### config.mk
export PLATFORM = sky130hd
export DESIGN_NAME = text_console_writer
export DESIGN_NICKNAME = d
export VERILOG_FILES = /design/src/rtl/text_console_writer_pkg.sv /design/src/rtl/text_console_writer.sv
export SDC_FILE = /design/constraint.sdc
export NUM_CORES = 1
export LEC_CHECK = 0
export CORE_UTILIZATION = 35
export CTS_CLUSTER_DIAMETER = 150
export CTS_CLUSTER_SIZE = 16
export DETAILED_ROUTE_END_ITERATION = 12
export PLACE_DENSITY = 0.6
export SETUP_SLACK_MARGIN = 0.02
export SLEW_MARGIN = 0
export SYNTH_ARGS = -nofsm -noshare
export SYNTH_HDL_FRONTEND = slang
export SYNTH_SLANG_ARGS = --single-unit
### constraint.sdc
create_clock -name cpu_clk -period 4.2 [get_ports cpu_clk]
set_input_delay 1.05 -clock cpu_clk [delete_from_list [all_inputs] [get_ports cpu_clk]]
set_output_delay 1.05 -clock cpu_clk [all_outputs]
set_load 0.03 [all_outputs]
### src/rtl/text_console_writer_pkg.sv
// Shared constants and state encoding for the text console writer.
package text_console_writer_pkg;

    localparam logic [7:0] CH_BS    = 8'h08;
    localparam logic [7:0] CH_LF    = 8'h0A;
    localparam logic [7:0] CH_FF    = 8'h0C;
    localparam logic [7:0] CH_CR    = 8'h0D;
    localparam logic [7:0] CH_SPACE = 8'h20;
    localparam logic [7:0] CH_TILDE = 8'h7E;

    localparam int DEF_COLS = 80;
    localparam int DEF_ROWS = 60;

    typedef enum logic [1:0] {
        IDLE       = 2'd0,
        WRITE      = 2'd1,
        CLEAR_LINE = 2'd2,
        CLEAR_ALL  = 2'd3
    } state_t;

endpackage

### src/rtl/text_console_writer.sv
// Byte stream to cursor-addressed character writes for the VGA text device.
// Bus outputs are registered; in CLEAR_LINE/CLEAR_ALL one cell is written
// per cycle, so we stays high for the whole clear.
module text_console_writer
    import text_console_writer_pkg::*;
#(
    parameter int COLS   = DEF_COLS,
    parameter int ROWS   = DEF_ROWS,
    parameter int ADRS_W = 13
) (
    input  logic              cpu_clk,
    input  logic              rst,
    input  logic [7:0]        in_char,
    input  logic              in_valid,
    output logic              in_ready,
    output logic [ADRS_W-1:0] adrs,
    output logic [15:0]       data,
    output logic              we,
    output logic              cs,
    output logic              busy,
    output logic [6:0]        cursor_x,
    output logic [5:0]        cursor_y
);

    localparam int CELLS = COLS * ROWS;
    localparam logic [15:0] SPACE_WORD = {8'h00, CH_SPACE};

    state_t            state, state_n;
    logic [6:0]        col, col_n;
    logic [5:0]        row, row_n;
    logic [ADRS_W-1:0] line_base, line_base_n;
    logic [ADRS_W-1:0] cnt, cnt_n;
    logic [ADRS_W-1:0] adrs_n;
    logic [15:0]       data_n;
    logic              we_n;
    // Set for the backspace blank write: cursor already moved, don't advance.
    logic              no_adv, no_adv_n;

    // Next-line cursor/base, wrapping from the last row back to row 0.
    logic [5:0]        nl_row;
    logic [ADRS_W-1:0] nl_base;
    logic              start_line;

    assign in_ready = (state == IDLE);
    assign busy     = (state != IDLE);
    assign cs       = we;
    assign cursor_x = col;
    assign cursor_y = row;

    // Row/base for a move to the next line; base tracked without a multiplier.
    always_comb begin
        if (row == 6'(ROWS - 1)) begin
            nl_row  = 6'd0;
            nl_base = '0;
        end else begin
            nl_row  = row + 6'd1;
            nl_base = line_base + ADRS_W'(COLS);
        end
    end

    // Next-state, cursor and registered-bus-output computation.
    always_comb begin
        state_n     = state;
        col_n       = col;
        row_n       = row;
        line_base_n = line_base;
        cnt_n       = cnt;
        no_adv_n    = no_adv;
        we_n        = 1'b0;
        adrs_n      = adrs;
        data_n      = data;
        start_line  = 1'b0;

        case (state)
            IDLE: begin
                if (in_valid) begin
                    if (in_char >= CH_SPACE && in_char <= CH_TILDE) begin
                        state_n  = WRITE;
                        we_n     = 1'b1;
                        adrs_n   = line_base + ADRS_W'(col);
                        data_n   = {8'h00, in_char};
                        no_adv_n = 1'b0;
                    end else begin
                        case (in_char)
                            CH_LF: start_line = 1'b1;
                            CH_CR: col_n = 7'd0;
                            CH_BS: begin
                                if (col != 7'd0) begin
                                    col_n    = col - 7'd1;
                                    state_n  = WRITE;
                                    we_n     = 1'b1;
                                    adrs_n   = line_base + ADRS_W'(col - 7'd1);
                                    data_n   = SPACE_WORD;
                                    no_adv_n = 1'b1;
                                end
                            end
                            CH_FF: begin
                                state_n = CLEAR_ALL;
                                cnt_n   = '0;
                                we_n    = 1'b1;
                                adrs_n  = '0;
                                data_n  = SPACE_WORD;
                            end
                            default: ;
                        endcase
                    end
                end
            end
            WRITE: begin
                if (no_adv) begin
                    state_n = IDLE;
                end else if (col == 7'(COLS - 1)) begin
                    start_line = 1'b1;
                end else begin
                    col_n   = col + 7'd1;
                    state_n = IDLE;
                end
            end
            CLEAR_LINE: begin
                if (cnt == ADRS_W'(COLS - 1)) begin
                    state_n = IDLE;
                end else begin
                    cnt_n  = cnt + ADRS_W'(1);
                    we_n   = 1'b1;
                    adrs_n = line_base + cnt + ADRS_W'(1);
                end
            end
            CLEAR_ALL: begin
                if (cnt == ADRS_W'(CELLS - 1)) begin
                    state_n     = IDLE;
                    col_n       = 7'd0;
                    row_n       = 6'd0;
                    line_base_n = '0;
                end else begin
                    cnt_n  = cnt + ADRS_W'(1);
                    we_n   = 1'b1;
                    adrs_n = cnt + ADRS_W'(1);
                end
            end
            default: state_n = IDLE;
        endcase

        // New line: home the column, step the row and blank it cell by cell.
        if (start_line) begin
            col_n       = 7'd0;
            row_n       = nl_row;
            line_base_n = nl_base;
            state_n     = CLEAR_LINE;
            cnt_n       = '0;
            we_n        = 1'b1;
            adrs_n      = nl_base;
            data_n      = SPACE_WORD;
        end
    end

    // State, cursor and bus registers; reset aborts any clear in progress.
    always_ff @(posedge cpu_clk or posedge rst) begin
        if (rst) begin
            state     <= IDLE;
            col       <= 7'd0;
            row       <= 6'd0;
            line_base <= '0;
            cnt       <= '0;
            no_adv    <= 1'b0;
            we        <= 1'b0;
            adrs      <= '0;
            data      <= 16'h0000;
        end else begin
            state     <= state_n;
            col       <= col_n;
            row       <= row_n;
            line_base <= line_base_n;
            cnt       <= cnt_n;
            no_adv    <= no_adv_n;
            we        <= we_n;
            adrs      <= adrs_n;
            data      <= data_n;
        end
    end

endmodule

======== Yosys cells after proc, flatten, opt, wreduce, memory -nomap -nowiden ========
Cells that the tools add are included.
operators by class
  $add $sub $neg .......................... 10
  order comparisons ....................... 2
  equal/unequal tests ..................... 26
  multiplexer cells ....................... 64
  reductions and logical operators ........ 20
operator list
  cell                                                  count
  two-way mux 13 bit                                    15
  two-way mux 16 bit                                    5
  one-hot mux 13 bit (3 select lines)                   2
  two-way mux 7 bit                                     7
  == test 8 x 4 -> 1 bit (second input constant)        4
  one-hot mux 16 bit (2 select lines)                   1
  adder 13 x 1 -> 13 bit (second input constant)        2
  adder 13 bit                                          2
  one-hot mux 13 bit (2 select lines)                   1
  two-way mux 6 bit                                     4
  != test 3 bit (second input constant)                 7
  one-hot mux 7 bit (3 select lines)                    1
  AND reduction 6 bit                                   3
  two-way mux 2 bit                                     8
  two-way mux 1 bit                                     14
  one-hot mux 7 bit (2 select lines)                    1
  nonzero test 2 bit                                    7
  adder 13 x 7 -> 13 bit                                1
  adder 13 x 7 -> 13 bit (second input constant)        1
  == test 13 bit (second input constant)                1
  == test 13 x 7 -> 1 bit (second input constant)       1
  != test 4 bit (second input constant)                 3
  nonzero test 4 bit                                    3
  >= comparator 8 x 6 -> 1 bit (second input constant)  1
  other kinds (24)                                      27
word-level totals
  bits in registers ....................... 72
  input port bits ......................... 11
  logic and storage cells ................. 131

======== Logic depth before layout (Yosys ltp) ========
Gate-level depths: netlist of the first run.
  depth after elaboration ................. 8
  gate-level depth with buffers ........... 13

======== Worst setup path before layout of the first run ========
No wires, ideal clock.
  path type ............................... flip-flop to flip-flop
  start ................................... register col[2], in the netlist cursor_x[2]
  end ..................................... register adrs[10]
  library setup time ...................... 132 ps
  arrival ................................. 3,179 ps
  data required time ...................... 4,068 ps
  setup slack ............................. 889 ps
  cell stages (with the launch flop) ...... 12
  clock period less this slack ............ 3,311 ps
  path through ............................ dfrtp_1 -> buf_2 -> or4_4 -> nor4_1 -> ha_1 -> o21ai_0 -> nor2_1 -> a41oi_1 -> nor2b_1 -> xnor2_1 -> a221oi_1 -> o21ai_0
between the ends
  cells in the longest elaborated chain, start to end .. 8
ends and longest elaborated chain
  item                                 line                        source
  start, declared                      text_console_writer.sv:29   logic [6:0] col, col_n;
  start signal, assigned               text_console_writer.sv:170  col <= col_n;
  subtractor 7 x 1 -> 8 bit            text_console_writer.sv:92   adrs_n = line_base + ADRS_W'(col - 7'd1);
  adder 13 bit                         text_console_writer.sv:92
  two-way mux 13 bit                   text_console_writer.sv:88   if (col != 7'd0) begin
  one-hot mux 13 bit (2 select lines)  text_console_writer.sv:84   case (in_char)
  two-way mux 13 bit                   text_console_writer.sv:77   if (in_char >= CH_SPACE && in_char <= CH_TILDE) begin
  two-way mux 13 bit                   text_console_writer.sv:76   if (in_valid) begin
  one-hot mux 13 bit (3 select lines)  text_console_writer.sv:74   case (state)
  two-way mux 13 bit                   text_console_writer.sv:144  if (start_line) begin
  end signal, assigned                 text_console_writer.sv:176  adrs <= adrs_n;
  end, declared                        text_console_writer.sv:16   output logic [ADRS_W-1:0] adrs,
Several ways; a longest one is shown, not always the timed one. The select of a mux whose other input is x is not followed.
A chain may end at the register's enable or synchronous reset.

======== Final worst setup path of the first run ========
  start ................................... input port in_valid
  end ..................................... register line_base[10]
between the ends
  cells in the longest elaborated chain, start to end .. 4
ends and longest elaborated chain
  item                                    line                        source
  start, declared                         text_console_writer.sv:14   input logic in_valid,
  two-way mux 1 bit (*)                   text_console_writer.sv:76
  one-hot mux 1 bit (2 select lines) (*)  text_console_writer.sv:74
  nonzero test 2 bit (no line)            -
  AND reduction 2 bit (no line)           -
  end signal, assigned                    text_console_writer.sv:172  line_base <= line_base_n;
  end, declared                           text_console_writer.sv:31   logic [ADRS_W-1:0] line_base, line_base_n;
Every way passes the cells marked *; elsewhere a longest branch is shown, timed or not.

==> summary.md, run 1 <==
### Die
• 57 — boundary pin count
• 45 — Std-Cell Rows
• 0.0161 mm^2 — Total Die Area
• 127 um — chip height
• 127 um — Chip Width
• 36.0% — Starting Density
• 0.0152 mm^2 — core outline area

### Synth
• 0 — number of synthesized flops with an enable pin
• 29.3% — proportion of netlist area held by the largest area contributor
• sky130_fd_sc_hd__dfrtp_1 — flip-flop cell with the highest count after synthesis
• 78 — number of unique standard cell types used by synthesis
• 0.00547 mm^2 — Synth Cell Area
• sky130_fd_sc_hd__dfrtp_1 — dominant cell type by area after synthesis
• 8.44 um^2 — synthesized area per cell
• sky130_fd_sc_hd__dfrtp_1 (29%), sky130_fd_sc_hd__ha_1 (8.5%), sky130_fd_sc_hd__o21ai_0 (5.5%) — top cells by area in the synthesized netlist
• 64 — flop and latch count out of synthesis
• sky130_fd_sc_hd__dfrtp_1 (64), sky130_fd_sc_hd__o21ai_0 (60), sky130_fd_sc_hd__nand2_1 (56), sky130_fd_sc_hd__nor2_1 (48) — ranking of synthesized cells by instance count
• 29.3% — post-synthesis sequential area ratio
• 100% — fraction of registers with async set/reset
• 648 — count of mapped cells out of synthesis
• 0 — warnings from Yosys
• sky130_fd_sc_hd__dfrtp_1 — most frequent cell after synthesis

### Worst setup path
• sky130_fd_sc_hd__or4b_4 — cell with the largest stage delay on the worst path
• 13 — cell count of the worst reg-to-reg path
• 4.41 ns — Data required, critical path
• input pin to register — WS Path Type
• line_base[10] — worst setup path endpoint
• clkdlybuf4s50_1 -> or3b_4 -> or4b_4 -> o2bb2ai_2 -> nor2_1 -> a21o_1 -> nand2_1 -> o31ai_1 — critical-path cell list
• 8 — path length in cells of the critical path
• input pin — type of origin of the critical path
• register — type of element capturing the critical path
• simple AND/OR/NAND/NOR gates — critical path's top delay family
• 0.69 ns — register-to-register setup slack
• in_valid — startpoint of the most critical setup path
• cursor_x[0] — launching point of the worst reg2reg path
• 3.72 ns — data arrival time of the critical path
• adrs[10] — worst reg2reg endpoint
• 16 — maximum net fanout on the critical path
• 0.52 ns — largest incremental delay on the critical path
• 1 — count of buffer and inverter cells on the critical path

### Timing
• no — setup repair after global routing missed its margin
• 0.0125 ns — Post-Route Skew
• 0.285 GHz — timing-limited maximum frequency
• 0.486 ns — worst-case hold slack
• 0 — final-report hold violation count
• 0 ns — setup tns final
• 0 — number of endpoints failing setup at the final stage
• 3.51 ns — final worst path period need
• 0 — number of pins exceeding their max-slew limit in the final report
• 22.2% — Max-Slew Margin vs Limit
• 1.16 ns — worst slew pin tran
• 83.7% — ratio of final minimum period to clock period

### CTS
• sky130_fd_sc_hd__clkbuf_16 — Clock Root Buffer
• 64 — number of clock sinks
• 0.35 ns — worst-skew pair later-pin latency
• 0 — hold buffer count at CTS
• 3 — H-tree depth
• 0 — PostCTS Resize Cnt
• 0 — post-CTS setup buffer count
• 2 — number of buffers between clock root and the deepest sink
• 0.05 ns — clock input transition at the sequential cells of the worst setup and hold paths
• 9 — number of clock buffers inserted by TritonCTS
• done — TritonCTS clock tree

### Route
• 5.74 — routed vias/inst
• 15.7 mm — Total Routed Length
• 17.8 um — drt wl/cell
• 0 — count of unresolved DRC violations after routing
• 5073 — routed vias
• 5 — number of detailed-route iterations in the first pass
• 0 — final antenna-violating net count
• 431 — Detailed Route Iter0 Violations

### Power and ir drop
• 44.0% — sequential share of power
• 2.78 nW — LEAKAGE
• 23.2% — fraction of power spent switching nets
• 4.6% — power share of the combinational group
• 1.08 mW — internal cell power
• 51.4% — clock network power share
• 0.327 mW — Switching Power
• 193 uV — worst voltage drop across the vdd grid
• 221 mW/mm^2 — Pwr Density

### Layout
• 42.0% — final core occ
• 0.00362 mm^2 — area taken by multi-input logic gates
• 0 — number of diodes added for antenna fixing
• 0.00639 mm^2 — summed area of non-filler cells in the final layout
• 742 — # nets final
• 0.00160 mm^2 — area taken by flip-flops and latches
• 16.7% — Syn-to-layout area delta
• 6.90% — ratio of cells with drive above 1 in the final layout
• 1510 — fill cell count

### Placed design
• 0.914 — final weighted congestion in routability-driven placement
• 11.8 mm — DPL Wire Length
• 0.00610 mm^2 — Placed Area
• 48 — quantity of I/O buffers inserted on ports

### Worst hold path
• register to register — class of the most critical hold timing path

### GRT
• 4994 — vias in the first global route
• 0 — total grt overflow
• 0 — antenna violations before repair
• 25.9 mm — global-route wire length before repair
• 20.8% — overall fraction of global-route tracks in use
• 65 — largest net degree at the start of global routing

### Status
• complete, no violations — run status

### Job
• 0 — maxcap violations

-- how the worst min path moves through the flow --
stage,cells after the start,slack (ns),startpoint,to
finish,1,0.49,data[7],data[7]
detailed placement,2,0.47,adrs[4],adrs[4]
global route,2,0.51,adrs[4],adrs[4]
CTS,2,0.48,adrs[4],adrs[4]
floorplan,2,0.48,no_adv,no_adv
global placement,2,0.47,adrs[4],adrs[4]
-- flip-flops by register name, indices dropped and copies added, names as in the netlist --
signal	flops
adrs	13
cnt	13
cs	1
cursor_x	7
cursor_y	6
data	8
line_base	13
no_adv	1
state	2
-- layout make-up --
class	instances	area share [%]
Clock buffer	13	4.23
Clock inverter	3	0.235
Sequential cell	64	25.1
Multi-Input combinational cell	536	56.7
Timing Repair Buffer	60	8.93
Inverter	20	1.18
Tap cell	188	3.68
-- per-stage QoR --
step / total power, mW / worst slack, ns / cells
floorplan: 0.674 / 0.889 / 655
global placement: 0.696 / 0.428 / 868
detailed placement: 0.696 / 0.349 / 868
CTS: 1.42 / 0.704 / 884
global route: 1.46 / 0.456 / 884
finish: 1.41 / 0.687 / 884
-- cell families (layout without fill, tap and decap cells) --
kind of cell             after synthesis  after routing  share of synthesized area (%)
AO/OA/AOI/OAI                        210            210                           26.0
XOR/XNOR                              52             52                           8.33
adder cells (fa/ha/maj)               40             40                           9.56
buffers and inverters                 55             96                           5.05
flip-flops                            64             64                           29.3
multiplexers                           8              8                           1.53
other                                  1              8                         0.0686
AND/OR/NAND/NOR                      218            218                           20.2
-- worst register-to-register path: stages (launching register included) --
cell	delay, ns
sky130_fd_sc_hd__dfrtp_1	0.51
sky130_fd_sc_hd__inv_1	0.22
sky130_fd_sc_hd__ha_1	0.21
sky130_fd_sc_hd__inv_1	0.06
sky130_fd_sc_hd__or3_1	0.32
sky130_fd_sc_hd__xnor2_1	0.18
sky130_fd_sc_hd__ha_1	0.24
sky130_fd_sc_hd__or3_1	0.39
sky130_fd_sc_hd__o21bai_1	0.21
sky130_fd_sc_hd__a41oi_1	0.30
sky130_fd_sc_hd__nor2b_1	0.22
sky130_fd_sc_hd__xnor2_1	0.09
sky130_fd_sc_hd__a221oi_1	0.29
sky130_fd_sc_hd__o21ai_0	0.14
-- layout by cell type, fill, tap and decap left out, types with 3 or more instances in the layout --
cell type and instances:
sky130_fd_sc_hd__a211oi_1 10, sky130_fd_sc_hd__a21o_1 10, sky130_fd_sc_hd__a21oi_1 37, sky130_fd_sc_hd__a221oi_1 8, sky130_fd_sc_hd__a22o_1 8, sky130_fd_sc_hd__a22oi_1 5
sky130_fd_sc_hd__a31oi_1 4, sky130_fd_sc_hd__and2_1 7, sky130_fd_sc_hd__and3_1 10, sky130_fd_sc_hd__buf_4 12, sky130_fd_sc_hd__clkbuf_16 9, sky130_fd_sc_hd__clkbuf_8 3
sky130_fd_sc_hd__clkdlybuf4s50_1 48, sky130_fd_sc_hd__clkinv_2 3, sky130_fd_sc_hd__conb_1 8, sky130_fd_sc_hd__dfrtp_1 64, sky130_fd_sc_hd__fa_1 3, sky130_fd_sc_hd__ha_1 37
sky130_fd_sc_hd__inv_1 18, sky130_fd_sc_hd__mux2_2 3, sky130_fd_sc_hd__mux2i_1 5, sky130_fd_sc_hd__nand2_1 56, sky130_fd_sc_hd__nand2b_1 9, sky130_fd_sc_hd__nand3_1 21
sky130_fd_sc_hd__nand3b_1 3, sky130_fd_sc_hd__nand4_1 7, sky130_fd_sc_hd__nor2_1 48, sky130_fd_sc_hd__nor2b_1 12, sky130_fd_sc_hd__nor3_1 16, sky130_fd_sc_hd__nor4_1 6
sky130_fd_sc_hd__o21a_1 11, sky130_fd_sc_hd__o21ai_0 60, sky130_fd_sc_hd__o21ai_1 5, sky130_fd_sc_hd__o21bai_1 3, sky130_fd_sc_hd__o22ai_1 3, sky130_fd_sc_hd__o31ai_1 13
sky130_fd_sc_hd__o41ai_1 3, sky130_fd_sc_hd__or3_1 6, sky130_fd_sc_hd__xnor2_1 33, sky130_fd_sc_hd__xor2_1 19
-- power groups by stage --
stage / clock, mW / sequential (mW) / combinational, mW
finish: 0.726 / 0.621 / 0.0643
global route: 0.765 / 0.620 / 0.0706
CTS: 0.737 / 0.620 / 0.0654
detailed placement: 0 / 0.631 / 0.0652
global placement: 0 / 0.631 / 0.0648
floorplan: 0 / 0.635 / 0.0384
-- metal layers --
layer	routed length [um]	track usage, %	vias up
met4	497	10.1	0
met2	7140	32.9	156
met3	720	3.27	33
met5	0	0	-
met1	7350	27.7	2431
li1	-	-	2453
No activity file was read; power rests on OpenSTA's default activity.
==> run 2, diff against run 1 <==
--- a/config.mk
+++ b/config.mk
@@ -9,7 +9,7 @@
 export CTS_CLUSTER_DIAMETER = 150
 export CTS_CLUSTER_SIZE = 16
 export DETAILED_ROUTE_END_ITERATION = 12
-export PLACE_DENSITY = 0.6
+export PLACE_DENSITY = 0.62
 export SETUP_SLACK_MARGIN = 0.02
 export SLEW_MARGIN = 0
 export SYNTH_ARGS = -nofsm -noshare
==> constraint.sdc (replaced) <==
create_clock -name cpu_clk -period 2.9 [get_ports cpu_clk]
set_input_delay 0.725 -clock cpu_clk [delete_from_list [all_inputs] [get_ports cpu_clk]]
set_output_delay 0.725 -clock cpu_clk [all_outputs]
set_load 0.03 [all_outputs]
==> summary.md, run 2 (synthesized netlist as in run 1, its figures left out) <==
### Layout
• sky130_fd_sc_hd__buf_4 — most frequent standard cell in the layout excluding fill and tap cells
• 0.00397 mm^2 — area taken by multi-input logic gates, +9.6%
• 1417 — fill cell count, -6.2%
• 0 — number of diodes added for antenna fixing, unchanged
• 0.00161 mm^2 — area taken by flip-flops and latches, +0.31%
• adrs (13), cnt (13), line_base (13) — largest registers ranked by flip-flop count
• sky130_fd_sc_hd__buf_4 (94), sky130_fd_sc_hd__dfrtp_1 (60), sky130_fd_sc_hd__nand2_1 (56), sky130_fd_sc_hd__o21ai_0 (53), sky130_fd_sc_hd__clkdlybuf4s50_1 (48) — highest-count cells in the layout ignoring fill and taps
• 828 — # nets final, +12%
• 35.8% — Syn-to-layout area delta
• 23.4% — ratio of cells with drive above 1 in the final layout, +17 points

### Timing
• -0.000503 ns — PnR worst setup slack, -0.687 ns
• 55.9% — Max-Slew Margin vs Limit, +34 points
• 0 — number of pins exceeding their max-slew limit in the final report, unchanged
• 2.90 ns — final worst path period need
• 100% — ratio of final minimum period to clock period
• 0.00924 ns — Post-Route Skew, -0.00327 ns
• 0.345 GHz — timing-limited maximum frequency
• 0.657 ns — worst slew pin tran, -0.505 ns
• -0.000503 ns — setup tns final, -0.000503 ns
• yes — setup repair after global routing missed its margin
• 0 — final-report hold violation count, unchanged
• 1 — number of endpoints failing setup at the final stage, +1

### CTS
• 64 — number of clock sinks, unchanged
• 2 — number of buffers between clock root and the deepest sink, unchanged
• 0.06 ns — clock input transition at the sequential cells of the worst setup and hold paths, about the same
• 0 — hold buffer count at CTS, unchanged
• 0.35 ns — worst-skew pair later-pin latency, about the same
• done — TritonCTS clock tree
• 9 — number of clock buffers inserted by TritonCTS, unchanged
• 3 — H-tree depth, unchanged
• sky130_fd_sc_hd__clkbuf_16 — Clock Root Buffer

### Die
• 36.0% — Starting Density, unchanged
• 127 um — Chip Width, unchanged
• 45 — Std-Cell Rows, unchanged
• 0.0152 mm^2 — core outline area, unchanged
• 0.0161 mm^2 — Total Die Area, unchanged
• 127 um — chip height, unchanged
• 57 — boundary pin count, unchanged

### Route
• met4 — max layer used
• 447 — Detailed Route Iter0 Violations, +3.7%
• 5571 — routed vias, +9.8%
• 5 — number of detailed-route iterations in the first pass, unchanged
• 827 um — wire length on met3, +15%
• 8.81 mm — met2 routed wirelength, +23%
• 18.7 um — drt wl/cell, +5.2%
• 8.04 mm — Routed met1 length, +9.3%
• 18.1 mm — Total Routed Length, +15%
• 0 — count of unresolved DRC violations after routing, unchanged
• 5.74 — routed vias/inst, about the same
• 0 — final antenna-violating net count, unchanged

### Placed design
• 13.6 mm — DPL Wire Length, +16%
• 48 — quantity of I/O buffers inserted on ports, unchanged
• 0.890 — final weighted congestion in routability-driven placement, -2.7%

### Worst setup path
• simple AND/OR/NAND/NOR gates — critical path's top delay family
• 3.13 ns — Data required, critical path, -1.28 ns
• or4_4 -> nor2_4 -> xnor2_2 -> ha_4 -> or3_4 -> o21bai_4 -> a41oi_2 -> nor2b_4 -> xnor2_1 -> a221oi_2 -> o21ai_1 — critical-path cell list
• 0.54 ns — largest incremental delay on the critical path, +0.02 ns
• cursor_x[2] — startpoint of the most critical setup path
• sky130_fd_sc_hd__or4_4 — cell with the largest stage delay on the worst path
• register — type of element capturing the critical path
• cursor_x[2] — launching point of the worst reg2reg path
• register — type of origin of the critical path
• 0 — count of buffer and inverter cells on the critical path, -1
• 4 — maximum net fanout on the critical path, -12
• 3.13 ns — data arrival time of the critical path, -0.59 ns
• register to register — WS Path Type

### GRT
• 23.1% — overall fraction of global-route tracks in use, +2.3 points
• 0 — total grt overflow, unchanged
• 43 — largest net degree at the start of global routing, -34%
• 5490 — vias in the first global route, +9.9%
• 0 — antenna violations before repair, unchanged
• 29.0 mm — global-route wire length before repair, +12%

### Power and ir drop
• 42.8% — sequential share of power, -1.2 points
• 1.57 mW — internal cell power, +45%
• 3.29 nW — LEAKAGE, +18%
• 0.526 mW — Switching Power, +61%
• 2.10 mW — Power Total, +49%
• 283 mW/mm^2 — Pwr Density, +28%
• 5.6% — power share of the combinational group, +1.0 points
• 25.1% — fraction of power spent switching nets, +1.9 points
• 355 uV — worst voltage drop across the vdd grid, +84%
• 51.7% — clock network power share, +0.3 points

### Job
• 0 — maxcap violations, unchanged

### Worst hold path
• data[7] — Hold Crit Start
• register to register — class of the most critical hold timing path

### Status
• negative setup slack — violated checks
• complete, but fails checks — run status

==> run 2: metrics by stage <==
step	hold slack [ns]	utilization, %	worst slack (ns)	instances	cell area (um^2)
floorplan	0.485	-	-0.0335	655	5550
global placement	0.471	44.7	-0.256	949	6800
detailed placement	0.501	44.7	-0.341	949	6800
CTS	0.518	47.8	-0.0359	970	7260
global route	0.524	48.9	-0.139	970	7430
finish	0.503	48.9	-0.000503	970	7430
==> run 2: repair_timing <==
item | in CTS | in global routing
endpoints found under the setup margin | 6 | 42
gates resized for setup | 27 | 28
pin swaps | 13 | 14
endpoints found under the hold margin | 0 | 0
buffers inserted | 6 | 0
==> run 2: worst paths after layout <==
| kind | end | slack [ns] | cells after the start |
|---|---|---|---|
| worst max-delay path | adrs[10] | -0.0005 | 11 |
| worst min-delay path | data[7] | 0.50 | 1 |
| worst max register to register | adrs[10] | -0.0005 | 11 |
| worst min register to register | data[7] | 0.50 | 1 |
| max in group asynchronous | cursor_x[4] | 1.54 | 3 |
| min in group asynchronous | state[1] | 0.72 | 2 |
==> run 2: routing by layer <==
layer  vias to the layer above  global-route usage (%)
li1                       2639                       -
met1                      2739                    29.7
met2                       161                    38.5
met3                        32                    4.56
met4                         0                    8.68
met5                         -                       0
==> run 2: area by class of cell <==
class / instances / area share (%)
tap: 188 / 3.17
clock inverter: 5 / 0.522
multi-input combinational: 536 / 53.4
inverter: 20 / 1.01
sequential: 64 / 21.6
timing repair buffer: 146 / 16.9
clock buffer: 11 / 3.40
==> run 2: power by group through the flow <==
stage,Clock (mW),Combinational (mW),Sequential [mW]
2_1_floorplan,0,0.0557,0.920
3_3_place_gp,0,0.113,0.914
3_5_place_dp,0,0.114,0.914
4_1_cts,1.10,0.116,0.898
5_1_grt,1.13,0.126,0.898
6_report,1.08,0.117,0.898
==> run 2: worst reg2reg max path, stage by stage, from the launching register on <==
cell and delay [ns]:
sky130_fd_sc_hd__dfrtp_2 0.44, sky130_fd_sc_hd__or4_4 0.54, sky130_fd_sc_hd__nor2_4 0.13, sky130_fd_sc_hd__xnor2_2 0.10, sky130_fd_sc_hd__ha_4 0.18, sky130_fd_sc_hd__or3_4 0.40, sky130_fd_sc_hd__o21bai_4 0.20, sky130_fd_sc_hd__a41oi_2 0.19
sky130_fd_sc_hd__nor2b_4 0.18, sky130_fd_sc_hd__xnor2_1 0.08, sky130_fd_sc_hd__a221oi_2 0.25, sky130_fd_sc_hd__o21ai_1 0.10
==> run 3, diff against run 2 <==
--- a/config.mk
+++ b/config.mk
@@ -5,6 +5,7 @@
 export SDC_FILE = /design/constraint.sdc
 export NUM_CORES = 1
 export LEC_CHECK = 0
+export CORE_ASPECT_RATIO = 0.5
 export CORE_UTILIZATION = 35
 export CTS_CLUSTER_DIAMETER = 150
 export CTS_CLUSTER_SIZE = 16
==> summary.md, run 3 (synthesized netlist as in run 1, its figures left out) <==
### Layout
• 26.0% — ratio of cells with drive above 1 in the final layout, +2.6 points
• 843 — # nets final, +1.8%
• sky130_fd_sc_hd__buf_4 (110), sky130_fd_sc_hd__dfrtp_1 (59), sky130_fd_sc_hd__nand2_1 (56), sky130_fd_sc_hd__o21ai_0 (54), sky130_fd_sc_hd__clkdlybuf4s50_1 (48) — highest-count cells in the layout ignoring fill and taps
• adrs (13), cnt (13), line_base (13) — largest registers ranked by flip-flop count
• sky130_fd_sc_hd__buf_4 — most frequent standard cell in the layout excluding fill and tap cells
• 38.4% — Syn-to-layout area delta
• 1389 — fill cell count, -2.0%
• 0 — number of diodes added for antenna fixing, unchanged

### Worst setup path
• simple AND/OR/NAND/NOR gates — critical path's top delay family
• register to register — WS Path Type
• 3 — maximum net fanout on the critical path, -1
• 0.56 ns — largest incremental delay on the critical path, +0.02 ns
• 1 — count of buffer and inverter cells on the critical path, +1
• sky130_fd_sc_hd__or4_4 — cell with the largest stage delay on the worst path
• register — type of element capturing the critical path
• 3.13 ns — Data required, critical path, about the same
• register — type of origin of the critical path
• 3.21 ns — data arrival time of the critical path, +0.08 ns
• or4_4 -> nor2_4 -> xnor2_2 -> ha_2 -> or3_4 -> a211oi_4 -> nor2_1 -> xor2_1 -> a221oi_2 -> buf_4 -> o21ai_2 -> o211a_1 — critical-path cell list

### Die
• 36.8% — Starting Density, +0.84 points
• 179 um — Chip Width, +41%
• 31 — Std-Cell Rows, -31%
• 0.0149 mm^2 — core outline area, -2.3%
• 90.4 um — chip height, -29%
• 0.0162 mm^2 — Total Die Area, +0.19%
• 57 — boundary pin count, unchanged

### Route
• 5.64 — routed vias/inst, -1.8%
• 17.7 mm — Total Routed Length, -2.3%
• 376 — Detailed Route Iter0 Violations, -16%
• 0 — final antenna-violating net count, unchanged
• 5 — number of detailed-route iterations in the first pass, unchanged
• 5604 — routed vias, +0.59%
• 0 — count of unresolved DRC violations after routing, unchanged
• 17.8 um — drt wl/cell, -4.7%

### CTS
• done — TritonCTS clock tree
• 3 — H-tree depth, unchanged
• 2 — number of buffers between clock root and the deepest sink, unchanged
• 64 — number of clock sinks, unchanged
• 0.34 ns — worst-skew pair later-pin latency, about the same
• 0 — hold buffer count at CTS, unchanged
• sky130_fd_sc_hd__clkbuf_16 — Clock Root Buffer
• 9 — number of clock buffers inserted by TritonCTS, unchanged
• 0.06 ns — clock input transition at the sequential cells of the worst setup and hold paths, about the same

### Worst hold path
• register to register — class of the most critical hold timing path

### GRT
• 0 — antenna violations before repair, unchanged
• 22.0% — overall fraction of global-route tracks in use, -1.2 points
• 5276 — vias in the first global route, -3.9%
• 0 — total grt overflow, unchanged
• 49 — largest net degree at the start of global routing, +14%
• 27.6 mm — global-route wire length before repair, -5.0%

### Timing
• 0.00956 ns — Post-Route Skew, +0.000322 ns
• 0 — number of pins exceeding their max-slew limit in the final report, unchanged
• 0.336 GHz — timing-limited maximum frequency, -2.7%
• -0.0805 ns — PnR worst setup slack, -0.0800 ns
• 0.647 ns — worst slew pin tran, -0.00958 ns
• 3 — number of endpoints failing setup at the final stage, +2
• 56.5% — Max-Slew Margin vs Limit, +0.64 points
• yes — setup repair after global routing missed its margin
• 0.486 ns — worst-case hold slack, -0.0166 ns
• 0 — final-report hold violation count, unchanged
• 2.98 ns — final worst path period need, +0.0800 ns
• 103% — ratio of final minimum period to clock period, +2.8 points

### Job
• 0 — maxcap violations, unchanged

### Placed design
• 13.1 mm — DPL Wire Length, -4.1%
• 0.889 — final weighted congestion in routability-driven placement, -0.12%
• 48 — quantity of I/O buffers inserted on ports, unchanged

### Power and ir drop
• 2.05 mW — Power Total, -2.3%
• 3.36 nW — LEAKAGE, +2.2%
• 271 mW/mm^2 — Pwr Density, -4.0%
• 246 uV — worst voltage drop across the vdd grid, -31%

### Status
• negative setup slack — violated checks
• complete, but fails checks — run status

run 3: cell types whose count changed in the layout (fill, tap and decap cells not counted), sizes merged:
cell      delta
a31oi        +1
buf         +14
clkbuf       +1
clkinv       +1
clkinvlp     -1
inv          -2
run 3: area by class of cell:
cell class              count  area [um^2]  area share [%]
repair buffers            160         1350            17.8
clock buffers              12          256            3.39
inverters                  20         75.1           0.992
flip-flops and latches     64         1610            21.2
multi-input cells         537         4020            53.1
well taps                 198          248            3.27
clock inverters             3         18.8           0.248
run 3: final timing paths:
path                           endpoint  slack, ns   startpoint  cells past startpoint
min reg2reg                     data[7]       0.49      data[7]                      1
max in group asynchronous  line_base[1]       1.58          rst                      3
max reg2reg                     adrs[7]      -0.08  cursor_x[4]                     12
min                             data[7]       0.49      data[7]                      1
min in group asynchronous        cnt[6]       0.70          rst                      2
max                             adrs[7]      -0.08  cursor_x[4]                     12
run 3: per-layer routing:
layer / track usage, % / routed length [um] / vias to the layer above
met5: 0 / 0 / -
met4: 5.37 / 238 / 0
met3: 3.70 / 1030 / 23
met2: 32.1 / 7510 / 186
met1: 33.0 / 8930 / 2722
li1: - / - / 2673
run 3: where the power goes:
part           internal [mW]  leakage, nW  switching (mW)
combinational         0.0460         2.40          0.0704
clock                  0.619        0.138           0.418
sequential             0.896        0.822         0.00191
total                   1.56         3.36           0.490
run 3: repair_timing:
item	CTS	global route
setup buffers	3	9
gates resized for setup	15	48
pin swaps	4	23
endpoints found under the setup margin	6	51
cloned	0	1
run 3: through the flow:
stage	setup slack (ns)	setup TNS [ns]	instance area [um^2]	instances	util, %
6_report	-0.0805	-0.207	7570	994	50.9
2_1_floorplan	-0.0335	-0.0335	5550	655	-
5_1_grt	-0.181	-0.756	7570	994	50.9
4_1_cts	-0.0468	-0.116	7230	984	48.7
3_5_place_dp	-0.297	-12.60	6850	966	46.1
3_3_place_gp	-0.235	-9.70	6850	966	46.1
